==> src/rtl/if_id_queue.sv <==
// Circular instruction buffer between fetch and decode: accepts up to FETCH_W
// instructions per cycle and presents up to ISSUE_W head entries to decode.
module if_id_queue #(
    parameter int                     DEPTH       = 8,
    parameter int                     FETCH_W     = 2,
    parameter int                     ISSUE_W     = 2,
    parameter int                     EXC_CAUSE_W = 7,
    parameter logic [EXC_CAUSE_W-1:0] EXC_NOP     = '0,
    parameter logic [31:0]            RESET_PC    = 32'h1C00_0000
) (
    input  logic                               clk,
    input  logic                               rst,
    input  logic                               exception_flush,
    input  logic                               branch_flush,
    input  logic [FETCH_W-1:0]                 if_valid,
    input  logic [FETCH_W*32-1:0]              if_pc,
    input  logic [FETCH_W*32-1:0]              if_inst,
    input  logic [FETCH_W*5-1:0]               if_is_exception,
    input  logic [FETCH_W*5*EXC_CAUSE_W-1:0]   if_exception_cause,
    output logic                               if_ready,
    output logic [ISSUE_W-1:0]                 id_valid,
    output logic [ISSUE_W*32-1:0]              id_pc,
    output logic [ISSUE_W*32-1:0]              id_inst,
    output logic [ISSUE_W*5-1:0]               id_is_exception,
    output logic [ISSUE_W*5*EXC_CAUSE_W-1:0]   id_exception_cause,
    input  logic [ISSUE_W-1:0]                 id_accept,
    output logic [$clog2(DEPTH+1)-1:0]         count,
    output logic                               empty,
    output logic                               full
);

    localparam int PTR_W   = $clog2(DEPTH);
    localparam int CNT_W   = $clog2(DEPTH+1);
    localparam int CAUSE_W = 5*EXC_CAUSE_W;

    logic [31:0]        pc_mem    [DEPTH];
    logic [31:0]        inst_mem  [DEPTH];
    logic [4:0]         exc_mem   [DEPTH];
    logic [CAUSE_W-1:0] cause_mem [DEPTH];

    logic [PTR_W-1:0] head_q, head_d;
    logic [PTR_W-1:0] tail_q, tail_d;
    logic [CNT_W-1:0] count_q, count_d;

    logic             flush;
    logic             do_push;
    logic             push_run;
    logic             pop_run;
    logic [CNT_W-1:0] n_push;
    logic [CNT_W-1:0] n_pop;
    logic [CNT_W-1:0] push_amt;
    logic [ISSUE_W-1:0] pop_req;
    logic [PTR_W-1:0] wr_idx [FETCH_W];
    logic [PTR_W-1:0] rd_idx [ISSUE_W];

    assign flush    = exception_flush | branch_flush;
    assign if_ready = (count_q <= CNT_W'(DEPTH - FETCH_W));
    assign do_push  = if_ready & ~flush;
    assign count    = count_q;
    assign empty    = (count_q == '0);
    assign full     = (count_q == CNT_W'(DEPTH));

    always_comb begin
        for (int j = 0; j < ISSUE_W; j++) begin
            id_valid[j] = (count_q > CNT_W'(j));
            rd_idx[j]   = head_q + PTR_W'(j);
        end
        for (int k = 0; k < FETCH_W; k++) begin
            wr_idx[k] = tail_q + PTR_W'(k);
        end
    end

    assign pop_req = id_accept & id_valid;

    // Only the leading run of ones counts; anything after the first zero is ignored.
    always_comb begin
        // NOTE: every variable gets a default before the loop so no latch is inferred.
        n_push   = '0;
        push_run = 1'b1;
        for (int k = 0; k < FETCH_W; k++) begin
            // NOTE: blocking assignments here because the run flag and count
            // accumulate across iterations; state registers below use <=.
            push_run = push_run & if_valid[k];
            if (push_run) n_push = n_push + CNT_W'(1);
        end
        n_pop   = '0;
        pop_run = 1'b1;
        for (int j = 0; j < ISSUE_W; j++) begin
            pop_run = pop_run & pop_req[j];
            if (pop_run) n_pop = n_pop + CNT_W'(1);
        end
    end

    always_comb begin
        push_amt = do_push ? n_push : '0;
        if (flush) begin
            head_d  = '0;
            tail_d  = '0;
            count_d = '0;
        end else begin
            head_d  = head_q + PTR_W'(n_pop);
            tail_d  = tail_q + PTR_W'(push_amt);
            count_d = count_q + push_amt - n_pop;
        end
    end

    always_ff @(posedge clk or posedge rst) begin
        if (rst) begin
            head_q  <= '0;
            tail_q  <= '0;
            count_q <= '0;
        end else begin
            head_q  <= head_d;
            tail_q  <= tail_d;
            count_q <= count_d;
        end
    end

    // NOTE: payload RAM has no reset; valid gating on the read side hides stale entries.
    always_ff @(posedge clk) begin
        if (do_push) begin
            for (int k = 0; k < FETCH_W; k++) begin
                if (CNT_W'(k) < n_push) begin
                    pc_mem[wr_idx[k]]    <= if_pc[32*k +: 32];
                    inst_mem[wr_idx[k]]  <= if_inst[32*k +: 32];
                    exc_mem[wr_idx[k]]   <= if_is_exception[5*k +: 5];
                    cause_mem[wr_idx[k]] <= if_exception_cause[CAUSE_W*k +: CAUSE_W];
                end
            end
        end
    end

    // Invalid slots show a fixed bubble so decode never sees stale payload.
    always_comb begin
        id_pc              = '0;
        id_inst            = '0;
        id_is_exception    = '0;
        id_exception_cause = '0;
        for (int j = 0; j < ISSUE_W; j++) begin
            if (id_valid[j]) begin
                id_pc[32*j +: 32]                   = pc_mem[rd_idx[j]];
                id_inst[32*j +: 32]                 = inst_mem[rd_idx[j]];
                id_is_exception[5*j +: 5]           = exc_mem[rd_idx[j]];
                id_exception_cause[CAUSE_W*j +: CAUSE_W] = cause_mem[rd_idx[j]];
            end else begin
                id_pc[32*j +: 32]                   = RESET_PC;
                id_inst[32*j +: 32]                 = '0;
                id_is_exception[5*j +: 5]           = '0;
                id_exception_cause[CAUSE_W*j +: CAUSE_W] = {5{EXC_NOP}};
            end
        end
    end

endmodule

==> config.mk <==
export PLATFORM = sky130hd
export DESIGN_NAME = if_id_queue
export DESIGN_NICKNAME = d
export VERILOG_FILES = /design/src/rtl/if_id_queue.sv
export SDC_FILE = /design/constraint.sdc
export NUM_CORES = 2
export LEC_CHECK = 0
export ABC_AREA = 1
export BUFFER_PORTS_ARGS = -buffer_cell sky130_fd_sc_hd__buf_2
export CAP_MARGIN = 0
export CORE_AREA = 10 10 366 368
export CTS_CLUSTER_SIZE = 24
export DETAILED_ROUTE_END_ITERATION = 7
export DIE_AREA = 0 0 376 378
export PLACE_DENSITY = 0.59
export SYNTH_ARGS = -nofsm -noshare
export SYNTH_HDL_FRONTEND = slang
export SYNTH_SLANG_ARGS = --single-unit
==> constraint.sdc <==
create_clock -name clk -period 6.1 [get_ports clk]
set_input_delay 0.61 -clock clk [delete_from_list [all_inputs] [get_ports clk]]
set_output_delay 0.61 -clock clk [all_outputs]
set_load 0.005 [all_outputs]
== Word-level counts from Yosys, hierarchy flattened ==
Memory sizes are Yosys's and may differ from the RTL's.
Cells that the tools add are included.

* Register bits: 10
* Bits in latches: 0
* RAM bits: 832
* Bits in read-only memories: 0
* Input port bits: 216
* Output and inout port bits: 217
* Memories kept: 4

* Add/sub/neg operators: 8
* Multiply operators: 0
* Div/mod/pow operators: 0
* Magnitude comparators: 5
* Equal/unequal tests: 1
* Shifts and indexed selects: 0
* Multiplexer cells: 22
* Bitwise logic cells: 6
* Reduce and logical (&&, ||, !) cells: 1

{| class="wikitable"
|+ Memories
! memory !! words !! width !! read ports !! clocked after Yosys merged registers in !! wr ports !! line !! text
|-
| cause_mem || 8 || 35 || 2 || 0 || 2 || 39 || <nowiki>logic [CAUSE_W-1:0] cause_mem [DEPTH];</nowiki>
|-
| inst_mem || 8 || 32 || 2 || 0 || 2 || 37 || <nowiki>logic [31:0] inst_mem [DEPTH];</nowiki>
|-
| pc_mem || 8 || 32 || 2 || 0 || 2 || 36 || <nowiki>logic [31:0] pc_mem [DEPTH];</nowiki>
|-
| exc_mem || 8 || 5 || 2 || 0 || 2 || 38 || <nowiki>logic [4:0] exc_mem [DEPTH];</nowiki>
|}

{| class="wikitable"
|+ Operators with widths
! cell !! count
|-
| two-way mux 32 bit || 4
|-
| two-way mux 35 bit || 2
|-
| two-way mux 4 bit || 4
|-
| two-way mux 5 bit || 2
|-
| adder 4 x 1 -> 4 bit (second input constant) || 2
|-
| greater-than comparator 4 x 1 -> 1 bit (second input constant) || 2
|-
| less-than comparator 1 x 4 -> 1 bit (first input constant) || 2
|-
| two-way mux 1 bit || 8
|-
| adder 3 x 1 -> 3 bit (second input constant) || 2
|-
| adder 3 bit || 2
|-
| two-way mux 3 bit || 2
|-
| adder 4 bit || 1
|-
| equality test 4 bit (second input constant) || 1
|-
| less-or-equal comparator 4 x 3 -> 1 bit (second input constant) || 1
|-
| logical NOT 4 bit || 1
|-
| subtractor 4 bit || 1
|-
| bitwise AND 1 bit || 3
|-
| bitwise AND 2 bit || 1
|-
| inverter 1 bit || 1
|-
| bitwise OR 1 bit || 1
|}

== Depth between registers and ports, before layout ==
* Depth after elaboration: 7
* Depth in mapped cells: 16

== Least setup slack after synthesis ==
Ideal clock, no wire load.

* Path kind: input to register
* From: input branch_flush
* To: memory cause_mem[2][0] (netlist name) (enable)
* Data arrival time: 3.782 ns
* Slack: 1.852 ns
* Stages: 7
* Buffers on the path: 2
* Cell sequence: nor2_1 nand3_1 nor2_2 buf_6 nand2_2 clkbuf_1 nand2_1

{| class="wikitable"
|+ RTL lines
! element !! line !! text
|-
| start, declared || 14 || <nowiki>input logic branch_flush,</nowiki>
|-
| end, declared || 39 ||
|}

== Worst setup path in the final report ==
* From: register head_q[0]
* To: output id_exception_cause[35]

* Word-level cells in the longest chain between the ends: 3

{| class="wikitable"
|+ Ends and longest elaborated chain
! element !! line !! text
|-
| start, declared || 41 || <nowiki>logic [PTR_W-1:0] head_q, head_d;</nowiki>
|-
| start signal, assigned || 109 || <nowiki>head_q <= '0;</nowiki>
|-
| start signal, assigned || 113 || <nowiki>head_q <= head_d;</nowiki>
|-
| adder 3 x 1 -> 3 bit || 66 || <nowiki>rd_idx[j] = head_q + PTR_W'(j);</nowiki>
|-
| memory read (8 x 35 bit) || -- ||
|-
| two-way mux 35 bit || 140 || <nowiki>if (id_valid[j]) begin</nowiki>
|-
| end, declared || 25 || <nowiki>output logic [ISSUE_W*5*EXC_CAUSE_W-1:0] id_exception_cause,</nowiki>
|}

No other way between the ends.

==> results.toml <==
[run_status]
outcome = "finished, final reports clean"

[worst_setup_path]
worstPathRequired_ps = 5490
critical_path.max_fanout = 73
arrival_ps = 4020
setup.worst_path.start = "head_q[0]$_DFF_PP0_"
startpoint_type = "flop"
crit_path_end_kind = "output port"
crit_type = "flop to output port"
reg2reg_from = "count[3]$_DFF_PP0_"

[detailed_routing]
drc = 0
drt-pass1-iter-count = 8
ant_nets = 0
vias_per_cell = 5.75
first_iter_violations = 6945
wl_per_cell_um = 23.0
drt-total-wl_mm = 225
vias = 56200

[clock_network]
clkLatencyLatePin_ps = 710
htree_num_levels = 3
cts_resized = 0
path_clk_slew_ps = 60
cts-hold-fix-buffers = 1
clockRootBuffer = "clkbuf_16"
cts_tree = "done"
clock_sinks = 842
cts_buffers = 100
postCtsSetupBuffers = 0
cts.path.max_buffers = 3

[global_routing]
antenna_found_initial = 33
grt_max_degree = 245
track_usage_pct = 30.3
grt_pass1_wl_mm = 332
grt_pass1_vias = 52900
grt-ovfl-total = 0

[timing]
fin_crit_sh_pct = 75.8
min_period_ps = 4630
setup_viol_count_final = 0
setup_tns_ps = 0
worst_pin_slew_ps = 1210
rsz0062_at_grt = "false"
skew_ps = 21.8
whs_ps = 226
hold_violations = 0
max_slew_margin_pct = 19.3
max_freq_mhz = 216
maxSlewViolCount = 0

[power]
p_switching_w = 0.00782
p_int_w = 0.0117
p_leak_nw = 28.5
netSwitchingFraction_pct = 40.0
vdd_drop_max_mv = 0.368
p_seq_share_pct = 33.3
pwr_density_cell_nw_per_um2 = 320
pwr-share-clk_pct = 29.4
pwr-share-comb_pct = 37.3

[min_path]
hold_path_class = "input pin to flop"
worstHoldStart = "exception_flush"

[cells_and_area]
final_common_cell = "nand2_1"
layout_common_cells = "nand2_1 (2927), nand3_1 (1395), edfxtp_1 (832), nor2_1 (823), inv_1 (633)"
synthToLayoutAreaGrowth_pct = 8.33
drive_gt1_share_pct = 8.51
layout.nets = 8248

[yosys]
syn_nets = 8449
synth-seq-area-share_pct = 44.7
ys_types = 27
yosys_register_bits = 842
syn_inst = 8217
postSynthAreaPerCell_um2 = 6.88
syn-cell-area_um2 = 56500
ys.warnings.count = 0

[placement]
port_buffers = 432
detailed_place_hpwl_mm = 124
gp_congestion = 0.845

[floorplan]
fp.coreArea_um2 = 127000
start_util_pct = 44.6
die_h_um = 378
io_pins = 433
die_area_um2 = 142000
num_rows = 131
die-width_um = 376

[run]
cap_violations = 0
==> cells in the mapped netlist (all sizes together) <==
cell type	n	area [um^2]
a21o	1	7.51
a21oi	111	556
and2	1	6.26
buf	427	2190
clkbuf	395	1610
dfrtp	10	250
edfxtp	832	25000
fa	4	80.1
ha	12	150
inv	640	2400
nand2	2944	11100
nand3	1395	6980
nand4	1	6.26
nor2	832	3150
nor3	1	5.00
nor3b	1	7.51
o21ai	608	3040
xnor2	2	25.0
==> power groups by stage <==
| stage | clock network, W | logic, W | registers, W |
|---|---|---|---|
| CTS | 0.00578 | 0.00723 | 0.00652 |
| global route | 0.00600 | 0.00793 | 0.00653 |
| detailed placement | 0 | 0.00721 | 0.00664 |
| finish | 0.00574 | 0.00730 | 0.00652 |
| global placement | 0 | 0.00715 | 0.00664 |
| floorplan | 0 | 0.00404 | 0.00663 |
==> metal layers <==
metal	share of wire (%)	global-route usage, %	vias to the layer above	wire, um
li1	-	-	25900	-
met1	39	38.9	26400	87800
met2	47	50.2	3242	105000
met3	9.9	4.88	604	22200
met4	4.3	13.6	12	9720
met5	0.039	0	-	87
==> sequential cells by signal, summed over array words and instances (netlist names) <==
register	flops
cause_mem	280
count	4
exc_mem	40
head_q	3
inst_mem	256
pc_mem	256
tail_q	3
==> cells by family after synthesis <==
kind of cell	synth area share [%]
AO/OA/AOI/OAI	6.38
XOR/XNOR	0.0443
adder cells (fa/ha/maj)	0.407
buffers and inverters	11.0
flip-flops	44.7
AND/OR/NAND/NOR	37.5
==> worst paths after layout <==
path	cells after the start	end	slack (ps)
setup / recovery	7	id_exception_cause[35]	1470
hold / removal	4	count[3]$_DFF_PP0_	230
setup reg to reg	9	pc_mem[1][16]$_DFFE_PP_	1920
hold reg to reg	2	tail_q[2]$_DFF_PP0_	650
max in group asynchronous	3	head_q[2]$_DFF_PP0_	5350
min in group asynchronous	3	head_q[1]$_DFF_PP0_	440
==> through the flow <==
| step | util [%] | total power (W) | setup slack (ps) | cells | cell area [um^2] |
|---|---|---|---|---|---|
| final | 48.3 | 0.0196 | 1470 | 9772 | 61200 |
| after global routing | 48.3 | 0.0205 | 1280 | 9766 | 61200 |
| after CTS | 48.3 | 0.0195 | 1550 | 9756 | 61200 |
| after detailed placement | 45.9 | 0.0139 | 1670 | 9575 | 58200 |
| after global placement | 45.9 | 0.0138 | 1750 | 9575 | 58200 |
| after floorplan | - | 0.0107 | 1850 | 8217 | 56500 |
==> worst max-delay path, stage by stage, from the launching register on <==
cell,delay (ps)
dfrtp_4,610
ha_4,590
buf_4,910
o21ai_0,220
o21ai_1,200
nor2_1,70
nor2_1,430
buf_2,220
==> area by class of cell <==
cell class / instances / area (um^2)
fillers: 12500 / 65500
inverters: 640 / 2430
clock buffers: 123 / 2630
well taps: 1662 / 2080
clock inverters: 57 / 362
diodes: 16 / 40.0
repair buffers: 519 / 3110
multi-input cells: 5913 / 25300
flip-flops and latches: 842 / 25200
(Power assumes the default switching activity.)
